===== src/rtl/sched_pkg.sv =====
// Shared types and constants for the round-robin program scheduler.
// State codes are fixed values so debug tooling can decode them directly.
package sched_pkg;

  localparam int DEF_NUM_PROGS = 4;
  localparam int DEF_QW        = 16;

  localparam logic [2:0] ST_RUN     = 3'd0;
  localparam logic [2:0] ST_SAVE    = 3'd1;
  localparam logic [2:0] ST_SELECT  = 3'd2;
  localparam logic [2:0] ST_RESTORE = 3'd3;
  localparam logic [2:0] ST_HALTED  = 3'd4;

  typedef enum logic [2:0] {
    RUN     = ST_RUN,
    SAVE    = ST_SAVE,
    SELECT  = ST_SELECT,
    RESTORE = ST_RESTORE,
    HALTED  = ST_HALTED
  } sched_state_t;

  // Winning RUN-state event, lower code = higher priority.
  localparam logic [2:0] EV_NONE   = 3'd0;
  localparam logic [2:0] EV_END    = 3'd1;
  localparam logic [2:0] EV_CHANGE = 3'd2;
  localparam logic [2:0] EV_NEXT   = 3'd3;
  localparam logic [2:0] EV_EXPIRE = 3'd4;

endpackage


===== src/rtl/program_scheduler_if.sv =====
// OS strobes, context-store handshake and status between the control unit and the scheduler.
// ctx_save/ctx_restore act as valid; ctx_done is the single-cycle completion acknowledge.
interface program_scheduler_if
  import sched_pkg::*;
#(
  parameter int NUM_PROGS = DEF_NUM_PROGS,
  parameter int QW        = DEF_QW,
  parameter int PID_W     = $clog2(NUM_PROGS)
);
  logic                 next_program;
  logic                 end_program;
  logic                 def_quantum;
  logic                 change_program;
  logic [QW-1:0]        quantum_val;
  logic [PID_W-1:0]     target_pid;
  logic                 instr_retire;
  logic                 prog_load;
  logic [PID_W-1:0]     load_pid;
  logic                 ctx_done;
  logic                 ctx_save;
  logic                 ctx_restore;
  logic [PID_W-1:0]     ctx_pid;
  logic [PID_W-1:0]     cur_pid;
  logic                 pc_hold;
  logic                 all_done;
  logic [NUM_PROGS-1:0] active_mask;
  sched_state_t         dbg_state;

  modport master (
    output next_program, end_program, def_quantum, change_program, quantum_val,
           target_pid, instr_retire, prog_load, load_pid, ctx_done,
    input  ctx_save, ctx_restore, ctx_pid, cur_pid, pc_hold, all_done, active_mask,
           dbg_state
  );

  modport slave (
    input  next_program, end_program, def_quantum, change_program, quantum_val,
           target_pid, instr_retire, prog_load, load_pid, ctx_done,
    output ctx_save, ctx_restore, ctx_pid, cur_pid, pc_hold, all_done, active_mask,
           dbg_state
  );
endinterface


===== src/rtl/program_scheduler_rr_picker.sv =====
// Finds the first active slot after i_cur_pid, wrapping; i_cur_pid itself is the last candidate.
module rr_picker #(
  parameter int NUM_PROGS = 4,
  parameter int PID_W     = $clog2(NUM_PROGS)
) (
  input  logic [NUM_PROGS-1:0] i_active_mask,
  input  logic [PID_W-1:0]     i_cur_pid,
  output logic                 o_valid,
  output logic [PID_W-1:0]     o_pid
);
  logic [PID_W-1:0] w_cand;

  // Scan farthest to nearest so the nearest active slot overwrites the result.
  always_comb begin
    o_valid = 1'b0;
    o_pid   = i_cur_pid;
    w_cand  = '0;
    for (int k = NUM_PROGS; k >= 1; k--) begin
      w_cand = i_cur_pid + PID_W'(k);
      if (i_active_mask[w_cand]) begin
        o_valid = 1'b1;
        o_pid   = w_cand;
      end
    end
  end
endmodule


===== src/rtl/program_scheduler.sv =====
// Round-robin preemptive scheduler: quantum counting, OS strobe handling and
// context save/restore sequencing with the PC frozen for the whole switch.
module program_scheduler
  import sched_pkg::*;
#(
  parameter int NUM_PROGS = DEF_NUM_PROGS,
  parameter int QW        = DEF_QW,
  parameter int PID_W     = $clog2(NUM_PROGS)
) (
  input logic clk,
  input logic reset_n,
  program_scheduler_if.slave bus
);
  logic [2:0]           r_state;
  logic [PID_W-1:0]     r_cur_pid;
  logic [NUM_PROGS-1:0] r_mask;
  logic [QW-1:0]        r_quantum;
  logic [QW-1:0]        r_qcount;
  logic                 r_tgt_valid;
  logic [PID_W-1:0]     r_tgt_pid;

  logic                 w_change_ok;
  logic                 w_expire;
  logic [2:0]           w_event;
  logic                 w_pick_valid;
  logic [PID_W-1:0]     w_pick_pid;

  assign w_change_ok = bus.change_program && (bus.target_pid != r_cur_pid) &&
                       r_mask[bus.target_pid];
  assign w_expire    = (r_quantum != '0) && bus.instr_retire && (r_qcount == QW'(1));

  always_comb begin
    w_event = EV_NONE;
    if (bus.end_program)       w_event = EV_END;
    else if (w_change_ok)      w_event = EV_CHANGE;
    else if (bus.next_program) w_event = EV_NEXT;
    else if (w_expire)         w_event = EV_EXPIRE;
  end

  rr_picker #(.NUM_PROGS(NUM_PROGS), .PID_W(PID_W)) u_picker (
    .i_active_mask (r_mask),
    .i_cur_pid     (r_cur_pid),
    .o_valid       (w_pick_valid),
    .o_pid         (w_pick_pid)
  );

  always_ff @(posedge clk or negedge reset_n) begin
    if (!reset_n) begin
      r_state     <= ST_RUN;
      r_cur_pid   <= '0;
      r_mask      <= NUM_PROGS'(1);
      r_quantum   <= '0;
      r_qcount    <= '0;
      r_tgt_valid <= 1'b0;
      r_tgt_pid   <= '0;
    end else begin
      case (r_state)
        ST_RUN: begin
          if (bus.instr_retire && (r_quantum != '0) && (r_qcount != '0))
            r_qcount <= r_qcount - QW'(1);
          case (w_event)
            EV_END: begin
              r_mask[r_cur_pid] <= 1'b0;
              r_state           <= ST_SELECT;
            end
            EV_CHANGE: begin
              r_tgt_valid <= 1'b1;
              r_tgt_pid   <= bus.target_pid;
              r_state     <= ST_SAVE;
            end
            EV_NEXT, EV_EXPIRE: r_state <= ST_SAVE;
            default: ;
          endcase
        end
        ST_SAVE: if (bus.ctx_done) r_state <= ST_SELECT;
        ST_SELECT: begin
          if (r_tgt_valid) begin
            r_cur_pid   <= r_tgt_pid;
            r_tgt_valid <= 1'b0;
            r_state     <= ST_RESTORE;
          end else if (!w_pick_valid) begin
            r_state <= ST_HALTED;
          end else if (w_pick_pid == r_cur_pid) begin
            // Sole survivor after a yield: its context never left, so no restore.
            r_qcount <= r_quantum;
            r_state  <= ST_RUN;
          end else begin
            r_cur_pid <= w_pick_pid;
            r_state   <= ST_RESTORE;
          end
        end
        ST_RESTORE: begin
          if (bus.ctx_done) begin
            r_qcount <= r_quantum;
            r_state  <= ST_RUN;
          end
        end
        ST_HALTED: if (bus.prog_load) r_state <= ST_SELECT;
        default: r_state <= ST_RUN;
      endcase

      if (bus.def_quantum) begin
        r_quantum <= bus.quantum_val;
        if (r_state == ST_RUN) r_qcount <= bus.quantum_val;
      end
      // Placed after the end_program clear so a same-cycle reload of that slot wins.
      if (bus.prog_load) r_mask[bus.load_pid] <= 1'b1;
    end
  end

  assign bus.ctx_save    = (r_state == ST_SAVE);
  assign bus.ctx_restore = (r_state == ST_RESTORE);
  assign bus.ctx_pid     = (bus.ctx_save || bus.ctx_restore) ? r_cur_pid : '0;
  assign bus.cur_pid     = r_cur_pid;
  assign bus.pc_hold     = (r_state != ST_RUN);
  assign bus.all_done    = (r_state == ST_HALTED);
  assign bus.active_mask = r_mask;
  assign bus.dbg_state   = sched_state_t'(r_state);
endmodule


===== src/flat_wrapper.sv =====
// flat-port wrapper written by rule: the top's interface ports become plain ports
module program_scheduler_flat import sched_pkg::*;
#(
  parameter int NUM_PROGS = DEF_NUM_PROGS,
  parameter int QW        = DEF_QW,
  parameter int PID_W     = $clog2(NUM_PROGS)
)
  (clk, reset_n, bus_next_program, bus_end_program, bus_def_quantum, bus_change_program, bus_quantum_val, bus_target_pid, bus_instr_retire, bus_prog_load, bus_load_pid, bus_ctx_done, bus_ctx_save, bus_ctx_restore, bus_ctx_pid, bus_cur_pid, bus_pc_hold, bus_all_done, bus_active_mask, bus_dbg_state);
  program_scheduler_if #(.NUM_PROGS(NUM_PROGS), .QW(QW), .PID_W(PID_W)) bus_i ();
  input logic clk;
  input logic reset_n;
  input wire logic [$bits(bus_i.next_program)-1:0] bus_next_program;
  input wire logic [$bits(bus_i.end_program)-1:0] bus_end_program;
  input wire logic [$bits(bus_i.def_quantum)-1:0] bus_def_quantum;
  input wire logic [$bits(bus_i.change_program)-1:0] bus_change_program;
  input wire logic [$bits(bus_i.quantum_val)-1:0] bus_quantum_val;
  input wire logic [$bits(bus_i.target_pid)-1:0] bus_target_pid;
  input wire logic [$bits(bus_i.instr_retire)-1:0] bus_instr_retire;
  input wire logic [$bits(bus_i.prog_load)-1:0] bus_prog_load;
  input wire logic [$bits(bus_i.load_pid)-1:0] bus_load_pid;
  input wire logic [$bits(bus_i.ctx_done)-1:0] bus_ctx_done;
  output wire logic [$bits(bus_i.ctx_save)-1:0] bus_ctx_save;
  output wire logic [$bits(bus_i.ctx_restore)-1:0] bus_ctx_restore;
  output wire logic [$bits(bus_i.ctx_pid)-1:0] bus_ctx_pid;
  output wire logic [$bits(bus_i.cur_pid)-1:0] bus_cur_pid;
  output wire logic [$bits(bus_i.pc_hold)-1:0] bus_pc_hold;
  output wire logic [$bits(bus_i.all_done)-1:0] bus_all_done;
  output wire logic [$bits(bus_i.active_mask)-1:0] bus_active_mask;
  output wire logic [$bits(bus_i.dbg_state)-1:0] bus_dbg_state;
  assign bus_i.next_program = bus_next_program;
  assign bus_i.end_program = bus_end_program;
  assign bus_i.def_quantum = bus_def_quantum;
  assign bus_i.change_program = bus_change_program;
  assign bus_i.quantum_val = bus_quantum_val;
  assign bus_i.target_pid = bus_target_pid;
  assign bus_i.instr_retire = bus_instr_retire;
  assign bus_i.prog_load = bus_prog_load;
  assign bus_i.load_pid = bus_load_pid;
  assign bus_i.ctx_done = bus_ctx_done;
  assign bus_ctx_save = bus_i.ctx_save;
  assign bus_ctx_restore = bus_i.ctx_restore;
  assign bus_ctx_pid = bus_i.ctx_pid;
  assign bus_cur_pid = bus_i.cur_pid;
  assign bus_pc_hold = bus_i.pc_hold;
  assign bus_all_done = bus_i.all_done;
  assign bus_active_mask = bus_i.active_mask;
  assign bus_dbg_state = bus_i.dbg_state;
  program_scheduler #(.NUM_PROGS(NUM_PROGS), .QW(QW), .PID_W(PID_W)) u_core (.clk(clk), .reset_n(reset_n), .bus(bus_i));
endmodule

===== config.mk =====
export PLATFORM = sky130hd
export DESIGN_NAME = program_scheduler_flat
export DESIGN_NICKNAME = d
export VERILOG_FILES = /design/src/rtl/sched_pkg.sv /design/src/rtl/program_scheduler_if.sv /design/src/rtl/program_scheduler_rr_picker.sv /design/src/rtl/program_scheduler.sv /design/src/flat_wrapper.sv
export SDC_FILE = /design/constraint.sdc
export NUM_CORES = 1
export LEC_CHECK = 0
export CORE_MARGIN = 2
export CORE_UTILIZATION = 40
export CTS_CLUSTER_DIAMETER = 40
export DETAILED_ROUTE_END_ITERATION = 16
export DONT_BUFFER_PORTS = 1
export GPL_TIMING_DRIVEN = 0
export PLACE_DENSITY = 0.6
export REMOVE_ABC_BUFFERS = 1
export SLEW_MARGIN = 25
export SYNTH_ARGS = -nofsm -noshare
export SYNTH_HDL_FRONTEND = slang
export SYNTH_HIERARCHICAL = 1
export SYNTH_SLANG_ARGS = --single-unit

===== constraint.sdc =====
create_clock -name clk -period 2.89 [get_ports clk]
set_input_delay 0.578 -clock clk [delete_from_list [all_inputs] [get_ports clk]]
set_output_delay 0.578 -clock clk [all_outputs]
set_load 0.05 [all_outputs]

# After elaboration in Yosys (flattened, before gate mapping)
# Index checks and enable logic that the tools add are counted.
# Widths: inputs -> output; s select.
# totals
wordCells,108
inputBits,29
regBits,44
# op_classes
magnitude_cmp,8
muxes,50
n_bitwise,3
eq_ne,17
reduce_logical,19
add_sub_neg,4
# ops
op,count
$mux 16,7
$pmux 16 s3,1
$reduce_bool 16->1,2
$mux 3,9
$lt 2x3->1 const B,6
$eq 16x1->1 const B,1
$mux 2,8
$sub 16x1->16 const B,1
$pmux 3 s5,1
$eq 3x2->1 const B,4
$mux 1,12
$mux 4,3
$bmux 1 s2,5
$ne 2x2->1 const B,4
$logic_and 1x1->1,7
$eq 3x1->1 const B,2
$eq 3x3->1 const B,2
$pmux 3 s2,1
$add 2x2->2 const B,2
$and 4x4->4,1
$demux 1 s2,2
$ge 2x1->1 const B,2
$not 4->4,1
$or 4x4->4,1
other kinds (14),16

# Logic depth before layout (Yosys ltp)
# Gate-level depths: netlist (run 1).
# depth
word_depth,13
ltp_mapped,10

# Modules after synthesis
# The synthesis (run 1) kept the hierarchy.
# by_module_without_submodules
mod,area_each_um2,instances,cells_each
program_scheduler,2670.1,1,274
rr_picker,82.6,1,14

# Worst setup path before layout (run 1)
# Ideal clock, no wire load.
# synth_path
path_type,register -> register
start,register u_core.r_cur_pid[1] (netlist: u_core/bus.cur_pid[1])
end,register u_core.r_qcount[1]
setup_time_ps,138
synth_period_minus_slack_ps,2740
setup_slack_ps,150
path_buffers,2
stages_incl_launch_ff,11
arrival_time_ps,2601
cell_sequence,dfrtp_1 mux2i_1 nor2_1 a221o_1 xnor2_1 nand3_1 a31o_2 buf_2 clkbuf_1 a222oi_1 o31ai_2
# synth_via
elab_chain_len,13
word_cells_on_any_way,25
cone_classes,3 x add/sub; 1 x eq/ne; 21 x mux
# synth_rtl
element,line_no,source
from (decl),program_scheduler.sv:15,logic [PID_W-1:0] r_cur_pid;
from (signal assigned),program_scheduler.sv:78,r_cur_pid <= r_tgt_pid;
from (signal assigned),program_scheduler.sv:88,r_cur_pid <= w_pick_pid;
$add 2x2->2,program_scheduler_rr_picker.sv:19,w_cand = i_cur_pid + PID_W'(k);
$bmux 1 s2,program_scheduler_rr_picker.sv:20,if (i_active_mask[w_cand]) begin
$mux 1 (implied by the code),program_scheduler_rr_picker.sv:20,
$mux 2 (2 in a row),program_scheduler_rr_picker.sv:20,
$mux 2 *,program_scheduler_rr_picker.sv:20,
named net u_core.w_pick_pid[0],program_scheduler.sv:26,logic [PID_W-1:0] w_pick_pid;
$eq 2x2->1 *,program_scheduler.sv:83,end else if (w_pick_pid == r_cur_pid) begin
$mux 16 *,program_scheduler.sv:83,
$mux 16 *,program_scheduler.sv:81,end else if (!w_pick_valid) begin
$mux 16 *,program_scheduler.sv:77,if (r_tgt_valid) begin
$pmux 16 s3 *,program_scheduler.sv:57,case (r_state)
$mux 16,program_scheduler.sv:104,if (r_state == ST_RUN) r_qcount <= bus.quantum_val;
$mux 16 *,program_scheduler.sv:102,if (bus.def_quantum) begin
to (signal assigned),program_scheduler.sv:60,r_qcount <= r_qcount - QW'(1);
to (signal assigned),program_scheduler.sv:85,r_qcount <= r_quantum;
to (signal assigned),program_scheduler.sv:104,
to (decl),program_scheduler.sv:18,logic [QW-1:0] r_qcount;
# Mark *: on every way through the listed nets, which the timed path passes. The rest lies on a longest branch. The select of a mux whose other input is x is not followed.
# A chain may end at the register's enable or synchronous reset.

# Worst setup path in the final report (run 1)
# Same ends and word-level chain as after synthesis.

==> summary.md, run 1 <==
| Metric | Value |
|---|---|
| Leading cell type by number of instances after synthesis | sky130_fd_sc_hd__dfrtp_1 |
| Post-synth cell types | 56 |
| Final-layout fill cell count | around 650 |
| Area inside the core boundary | 6720 µm² |
| CP endpoint kind | register |
| Clk sink count | 44 |
| Placer's final routability congestion estimate | approximately 0.86 |
| Portion of the clock cycle consumed by the worst path in the final layout | a little over nine tenths |
| X dimension of the die | 87.0 µm |
| Number of clock buffers inserted by TritonCTS | 5 |
| Post-synthesis cell type with the largest combined area | sky130_fd_sc_hd__dfrtp_1 |
| Crit path time final | about 2.8 ns |
| CTS H-tree lvls | 2 |
| WP data arrival | 2.93 ns |
| Overall die area | 7560 µm² |
| Critical Path, Cell by Cell | mux2i_1 > nor2_1 > a221o_1 > xnor2_1 > nand3_1 > a31o_2 > a222oi_1 > o31ai_2 |
| Fin Clk Skew | 0.00897 ns |
| Power share of the clock group | between 10% and 20% |
| Most frequent cells after synthesis | sky130_fd_sc_hd__dfrtp_1 (43), sky130_fd_sc_hd__nor2_1 (20), sky130_fd_sc_hd__o21ai_0 (19) |
| Detail-routed net length per standard cell | about 19 µm |
| Achievable Freq | 361 MHz |
| Worst setup margin | roughly 0.12 ns |
| Synth top area share | between 30 and 40% |
| Largest stage delay, worst path | approximately 0.61 ns |
| Sum of negative setup slack | 0 ns |
| Worst r2r dst | u_core/r_qcount[1] |
| Clock latency of the later-clocked register in the worst-skew pair | 0.30 ns |
| Remaining design rule violation count | 0 |
| End-of-flow core utilization | about 44% |
| Synth-to-layout area growth | 6.86% |
| Buffers on Ports | 0 |
| Largest voltage drop on the vdd net | between 300 and 400 µV |
| Worst hold-check path type | in2async |
| CTS Buffer Depth | 2 |
| Class of the most critical setup path | reg2reg |
| Largest family of logic cells by synthesized area | compound AO/OA/AOI/OAI gates |
| Net Sw Frac | between 50% and 60% |
| Ratio of cells with drive above 1 in the final layout | between 15 and 20% |
| Number of maximum-capacitance constraint violations | 0 |
| Starting utilization of the core area | 41.0% |
| Combinational power share | a little under half |
| Result of the run | complete, no violations |
| Worst R2R Start | u_core/bus.cur_pid[1] |
| CTS tree | built |
| Transition time of the tightest slew-check pin | between 0.9 and 1 ns |
| Diodes inserted | 0 |
| Switching power total | between 1.5 and 2 mW |
| Parity-gate share of the synthesized area counting xor and xnor cells | about 5.1% |
| Remaining global-route overflow | 0 |
| Vias in the first global route | around 2300 |
| Post-layout power | around 3.3 mW |
| Synthesized-area fraction occupied by adder cells | less than 1% |
| Cell types occupying the most area after synthesis | sky130_fd_sc_hd__dfrtp_1 (39%), sky130_fd_sc_hd__mux2_2 (6.5%), sky130_fd_sc_hd__xor2_1 (3.5%) |
| 1st-iter DRT viols | approximately 140 |
| Number of enable-type register cells in the synthesized netlist | 0 |
| Netlist area before placement | about 2800 µm² |
| Final Hold Vio Count | 0 |
| Fraction of the yosys area taken by sequential cells | about 40% |
| Internal portion of total power | about 1.6 mW |
| Synth Area per Inst | 9.56 µm² |
| Most used flip-flop cell after synthesis | sky130_fd_sc_hd__dfrtp_1 |
| Largest net degree at the start of global routing | 44 |
| Final setup violation count | 0 |
| Crit path max fanout | 19 |
| Root buf cell | sky130_fd_sc_hd__clkbuf_8 |
| Setup slack of the most critical reg-to-reg path | 0.12 ns |
| Fraction of synthesized area in multiplexers | 9.27% |
| Clock input transition at the sequential cells of the worst setup and hold paths | 0.09 ns |
| Proportion of power drawn by flip-flops and latches | between 40% and 50% |
| Max-Slew Margin vs Limit | 36.7% |
| Total number of vias | 2281 |
| Mapped Cells | 288 |
| Total half-perimeter wirelength after legalization and detailed placement | about 4.7 mm |
| Total routing usage reported by global routing | between 10% and 20% |
| Pleak | 1.09 nW |
| Die height | roughly 87 µm |
| Number of cells traversed by the worst register-to-register path | 8 |
| Total routed wirelength | between 6 and 7 mm |
| Wire length of the first global-routing pass | 11.2 mm |
| Average vias per placed instance | 6.30 |
| Top-level port count | 44 |
| Post-route antenna net violation count | 0 |
| Critical path startpoint category | register |
| Fraction of registers with async set or reset after synthesis | 100% |
| Cell type of the slowest stage on the worst timing path | sky130_fd_sc_hd__dfrtp_4 |
| Crit path required time | 3.05 ns |
| Synth Register Bits | 44 |
| Post-synthesis compound-gate area fraction | approximately 22% |
| Post-placement worst setup slack | -0.734 ns |
| Power per cell area | approximately 1100 nW/µm² |
| Number of iterations in the first detailed-routing pass | 4 |
| Critical path origin | u_core/bus.cur_pid[1] |
| Simple-gate portion of the synthesized area | between 10% and 20% |
| Antenna violations before repair | 0 |
| Count of standard-cell rows | 30 |
| Final slew viol count | 0 |
| Yosys Warn Count | 6 |
| Number of nets at the end of the flow | 313 |
[power groups by stage]
stage / combinational [mW] / clock (mW) / sequential [mW]
after global placement: 1.42 / 0 / 1.37
after CTS: 1.51 / 0.391 / 1.37
after floorplan: 1.19 / 0 / 1.28
after global routing: 1.70 / 0.417 / 1.43
after detailed placement: 1.47 / 0 / 1.38
final: 1.53 / 0.381 / 1.39
[final cells by class]
type                    count  area [µm²]  area share, %
multi-input cells         218        1560           53.2
flip-flops and latches     44        1110           37.9
well taps                  80         100           3.40
clock buffers               6        72.6           2.47
repair buffers              3        46.3           1.57
inverters                  10        38.8           1.32
clock inverters             1        5.00          0.170
[critical path, delay by kind of cell, from the launching register on]
| kind | cells | cell delay, ns |
|---|---|---|
| AOI/OAI and AO/OA | 4 | 1.32 |
| xor gates and xnor gates | 1 | 0.20 |
| DFF | 1 | 0.61 |
| muxes | 1 | 0.23 |
| and+or+nand+nor | 2 | 0.27 |
[logic make-up (layout without fill, tap and decap cells)]
logic type,after synthesis,after routing
AOI/OAI and AO/OA,85,85
xor gates and xnor gates,16,16
adders and majority gates,2,2
buffers and inverters,26,20
DFF,44,44
muxes,22,22
and+or+nand+nor,93,93
[cells in the final DEF (no fill, tap or decap), drive strengths merged, types with 7 or more instances in the layout]
cell	instances
or4	7
nor4	10
inv	9
nor2	20
o21ai	27
nand4	7
xor2	11
mux2	18
dfrtp	43
nand2	16
a21oi	11
[state kept, by name (all words and copies together), names as in the netlist]
name / count
u_core/r_tgt_valid: 1
u_core/r_tgt_pid: 2
u_core/bus.cur_pid: 2
u_core/bus.active_mask: 4
u_core/r_qcount: 16
u_core/r_quantum: 16
u_core/bus.dbg_state: 3
[what timing repair did]
item	4_1_cts	5_1_grt
hold buffers	1	0
gates resized for setup	3	7
pin swaps	1	0
hold endpoints to repair	43	0
endpoints found under the setup margin	21	10
setup buffers	1	0
cloned	0	0
[worst max path at each step]
stage          slack [ns]                   to  depth (start not counted)
3_3_place_gp        -0.73  u_core/r_qcount[15]                          8
6_report             0.12   u_core/r_qcount[1]                          8
5_1_grt             -0.02   u_core/r_qcount[1]                          8
4_1_cts              0.05  u_core/r_qcount[15]                          9
2_1_floorplan       -0.05  u_core/r_qcount[15]                          8
3_5_place_dp        -0.73   u_core/r_qcount[1]                          5
[metrics by stage]
| step | area [µm²] | instances | hold slack [ns] |
|---|---|---|---|
| final | 2940 | 362 | 0.0965 |
| after global placement | 2780 | 352 | 0.283 |
| after global routing | 2940 | 362 | 0.0882 |
| after detailed placement | 2800 | 353 | 0.284 |
| after floorplan | 2680 | 272 | 0.282 |
| after CTS | 2920 | 362 | 0.0991 |
[routing by layer]
metal / vias to the layer above / wire [µm] / GRT usage, %
li1: 1081 / - / -
met1: 1141 / 3080 / 24.8
met2: 55 / 3430 / 30.4
met3: 4 / 402 / 4.64
met4: 0 / 61 / 6.39
met5: - / 0 / 0
No activity file was read; power rests on OpenSTA's default activity.
==> run 2, diff against run 1 <==
--- a/config.mk
+++ b/config.mk
@@ -7,14 +7,13 @@
 export LEC_CHECK = 0
 export CORE_MARGIN = 2
 export CORE_UTILIZATION = 40
+export CTS_BUF_LIST = sky130_fd_sc_hd__clkbuf_4 sky130_fd_sc_hd__clkbuf_8
 export CTS_CLUSTER_DIAMETER = 40
 export DETAILED_ROUTE_END_ITERATION = 16
 export DONT_BUFFER_PORTS = 1
-export GPL_TIMING_DRIVEN = 0
 export PLACE_DENSITY = 0.6
 export REMOVE_ABC_BUFFERS = 1
 export SLEW_MARGIN = 25
 export SYNTH_ARGS = -nofsm -noshare
 export SYNTH_HDL_FRONTEND = slang
-export SYNTH_HIERARCHICAL = 1
 export SYNTH_SLANG_ARGS = --single-unit
==> summary.md, run 2 <==
| Metric | Value |
|---|---|
| Commonest non-fill, non-tap cell in the layout | sky130_fd_sc_hd__dfrtp_1 |
| Result of the run | complete, no violations |
| Power per cell area | 1190 nW/µm² |
| Cell family with the largest share of critical-path delay | simple AND/OR/NAND/NOR gates |
| Largest stage delay, worst path | about 0.64 ns |
| Synth Register Bits | 44 |
| Switching power total | 1.96 mW |
| Placer's final routability congestion estimate | ~0.85 |
| Synthesized-area fraction occupied by adder cells | between 2 and 3% |
| Buffers inserted during post-CTS setup optimization | 0 |
| Largest voltage drop on the vdd net | about 390 µV |
| Remaining global-route overflow | 0 |
| Final setup violation count | 0 |
| Mapped Cells | 322 |
| Ratio of cells with drive above 1 in the final layout | between 10% and 20% |
| Pleak | around 1.4 nW |
| Layout Cell Area excl Fill | 3330 µm² |
| Remaining design rule violation count | 0 |
| CTS tree | built |
| Vias in the first global route | between 2000 and 3000 |
| Buffers on Ports | 0 |
| 1st-iter DRT viols | roughly 140 |
| Combined area of the multi-input logic cells | 1820 µm² |
| Total placed instance area | roughly 3200 µm² |
| Non-filler instance count after layout | 427 |
| X dimension of the die | about 91 µm |
| Total number of vias | 2596 |
| Post-synth cell types | 60 |
| Detail-routed net length per standard cell | about 19 µm |
| Fraction of the yosys area taken by sequential cells | about 36% |
| Number of maximum-capacitance constraint violations | 0 |
| Top-level port count | 44 |
| Transition time of the tightest slew-check pin | ~0.66 ns |
| Root buf cell | sky130_fd_sc_hd__clkbuf_8 |
| Achievable Freq | roughly 380 MHz |
| Class of the most critical setup path | reg2reg |
| Simple-gate portion of the synthesized area | between 10% and 20% |
| Critical Path, Cell by Cell | or4_1 > nor4_4 > a31oi_2 > nand3b_1 > xor2_1 > a21oi_1 > o32a_1 |
| Antenna violations before repair | 0 |
| Crit path max fanout | 12 |
| Power share of the clock group | between 10% and 20% |
| Sequential cell area | roughly 1100 µm² |
| Crit path required time | roughly 3 ns |
| Number of nets at the end of the flow | around 360 |
| Synth-to-layout area growth | 9.36% |
| Netlist area before placement | 3050 µm² |
| Number of iterations in the first detailed-routing pass | 4 |
| Leading cell type by number of instances after synthesis | sky130_fd_sc_hd__dfrtp_1 |
| Diodes inserted | 0 |
| Most used flip-flop cell after synthesis | sky130_fd_sc_hd__dfrtp_1 |
| Largest net degree at the start of global routing | 44 |
| Overall die area | approximately 8300 µm² |
| Top library cells by usage in the layout, fill and taps aside | sky130_fd_sc_hd__dfrtp_1 (43), sky130_fd_sc_hd__mux2_2 (20), sky130_fd_sc_hd__nor2_1 (19), sky130_fd_sc_hd__a21oi_1 (19), sky130_fd_sc_hd__nand2_1 (18) |
| Top routing layer in use | met4 |
| Portion of the clock cycle consumed by the worst path in the final layout | slightly above 90% |
| Combinational power share | approximately three fifths |
| Total half-perimeter wirelength after legalization and detailed placement | 5.72 mm |
| Parity-gate share of the synthesized area counting xor and xnor cells | under 10% |
| Crit path time final | 2.66 ns |
| Area inside the core boundary | about 7300 µm² |
| Clk sink count | 44 |
| Met1 routed wirelength after detailed routing | 3.72 mm |
| Final-layout fill cell count | 701 |
| Sum of negative setup slack | 0 ns |
| Post-Place Cells | between 400 and 500 |
| Clock input transition at the sequential cells of the worst setup and hold paths | 0.09 ns |
| Die height | just over 90 µm |
| Cell type of the slowest stage on the worst timing path | sky130_fd_sc_hd__or4_1 |
| Net Sw Frac | 49.5% |
| Worst hold-check path type | in2async |
| Proportion of power drawn by flip-flops and latches | 28.2% |
| Synth Area per Inst | between 9 and 10 µm² |
| Number of clock buffers inserted by TritonCTS | 5 |
| Post-synthesis compound-gate area fraction | about a quarter |
| Number of enable-type register cells in the synthesized netlist | 0 |
| Final slew viol count | 0 |
| Number of buffers and inverters on the critical path | 0 |
| Fraction of synthesized area in multiplexers | 13.0% |
| Clock latency of the later-clocked register in the worst-skew pair | between 0.3 and 0.4 ns |
| Synth top area share | between 30% and 40% |
| Total routing usage reported by global routing | around 20% |
| CTS H-tree lvls | 2 |
| Wire length on met2 | 3.68 mm |
| Cell types occupying the most area after synthesis | sky130_fd_sc_hd__dfrtp_1 (35%), sky130_fd_sc_hd__mux2_2 (7.4%), sky130_fd_sc_hd__mux2i_1 (4.9%) |
| Fin Clk Skew | about 0.0098 ns |
| Count of standard-cell rows | 31 |
| Average vias per placed instance | between 6 and 7 |
| Amount of wire on met3 after detailed routing | 605 µm |
| Total routed wirelength | between 8 and 9 mm |
| Post-route antenna net violation count | 0 |
| Wire length of the first global-routing pass | 13.1 mm |
| Critical path startpoint category | register |
| Internal portion of total power | approximately 2 mW |
| RSZ-0062 raised after global routing | false |
| CP endpoint kind | register |
| Post-layout power | just under 4 mW |
| Final Hold Vio Count | 0 |
| Most frequent cells after synthesis | sky130_fd_sc_hd__dfrtp_1 (43), sky130_fd_sc_hd__mux2_2 (20), sky130_fd_sc_hd__a21oi_1 (19), sky130_fd_sc_hd__nor2_1 (19), sky130_fd_sc_hd__nand2_1 (18) |
| Total of cells resized after clock tree synthesis | 0 |
| Post-synthesis cell type with the largest combined area | sky130_fd_sc_hd__dfrtp_1 |
| WP data arrival | around 2.9 ns |
| Fraction of registers with async set or reset after synthesis | between 90% and 100% |
| Max-Slew Margin vs Limit | 56.0% |
| CTS Buffer Depth | 2 |
| Largest family of logic cells by synthesized area | compound AO/OA/AOI/OAI gates |
| Starting utilization of the core area | between 40% and 50% |
| Yosys Warn Count | 0 |
## run 2: changes by cell type after synthesis, sizes merged, moves of 5 or more
cell,change
ha,+5
and3,+5
nand4,-5
o21ai,-9
xor2,-5
nand3,+5
o22ai,+6
nor4,-9
mux2i,+12
inv,+5
a21oi,+8
## run 2: kinds of logic (layout without fill, tap and decap cells)
group | after synthesis | count (layout)
muxes | 36 | 36
xor gates and xnor gates | 12 | 12
DFF | 44 | 44
adders and majority gates | 7 | 7
AOI/OAI and AO/OA | 100 | 100
buffers and inverters | 33 | 39
and+or+nand+nor | 90 | 90
## run 2: power by group through the flow
| stage | registers [mW] | clock network, mW | logic (mW) |
|---|---|---|---|
| after detailed placement | 1.13 | 0 | 2.40 |
| after floorplan | 1.28 | 0 | 1.61 |
| after CTS | 1.11 | 0.420 | 2.42 |
| final | 1.12 | 0.410 | 2.43 |
| after global placement | 1.12 | 0 | 2.36 |
| after global routing | 1.15 | 0.447 | 2.66 |
## run 2: final timing paths
kind / start / endpoint / slack, ns / depth (start not counted)
max in group asynchronous: reset_n / u_core.r_quantum[0] / 2.56 / 1
worst max-delay path: u_core.r_qcount[10] / u_core.r_qcount[3] / 0.23 / 7
worst max register to register: u_core.r_qcount[10] / u_core.r_qcount[3] / 0.23 / 7
worst min-delay path: reset_n / u_core.bus.active_mask[0] / 0.10 / 0
min in group clk: bus_ctx_done / u_core.bus.dbg_state[1] / 0.38 / 1
worst min register to register: u_core.r_quantum[7] / u_core.r_quantum[7] / 0.53 / 1
## run 2: metal layers
metal	GRT usage, %	up-vias
met5	0	-
met4	7.45	0
met3	4.32	6
met2	31.0	99
met1	26.7	1258
li1	-	1233
## run 2: repair_timing
action | CTS | global route
hold buffers | 1 | 0
setup endpoints to repair | 0 | 0
hold endpoints to repair | 43 | 0
## run 2: cell type report
cell class                      count  area share (%)
Multi-Input combinational cell    245            54.4
Inverter                           14            1.58
Clock buffer                        6            2.48
Sequential cell                    44            33.1
Timing Repair Buffer               17            4.43
Tap cell                           99            3.71
Clock inverter                      2           0.300
## run 2: metrics by stage
step	worst slack, ns	hold WS (ns)	util (%)
finish	0.226	0.104	45.5
global route	0.102	0.0840	45.5
CTS	0.255	0.102	45.5
detailed placement	0.300	0.285	43.8
global placement	0.339	0.284	43.8
floorplan	-0.562	0.282	-
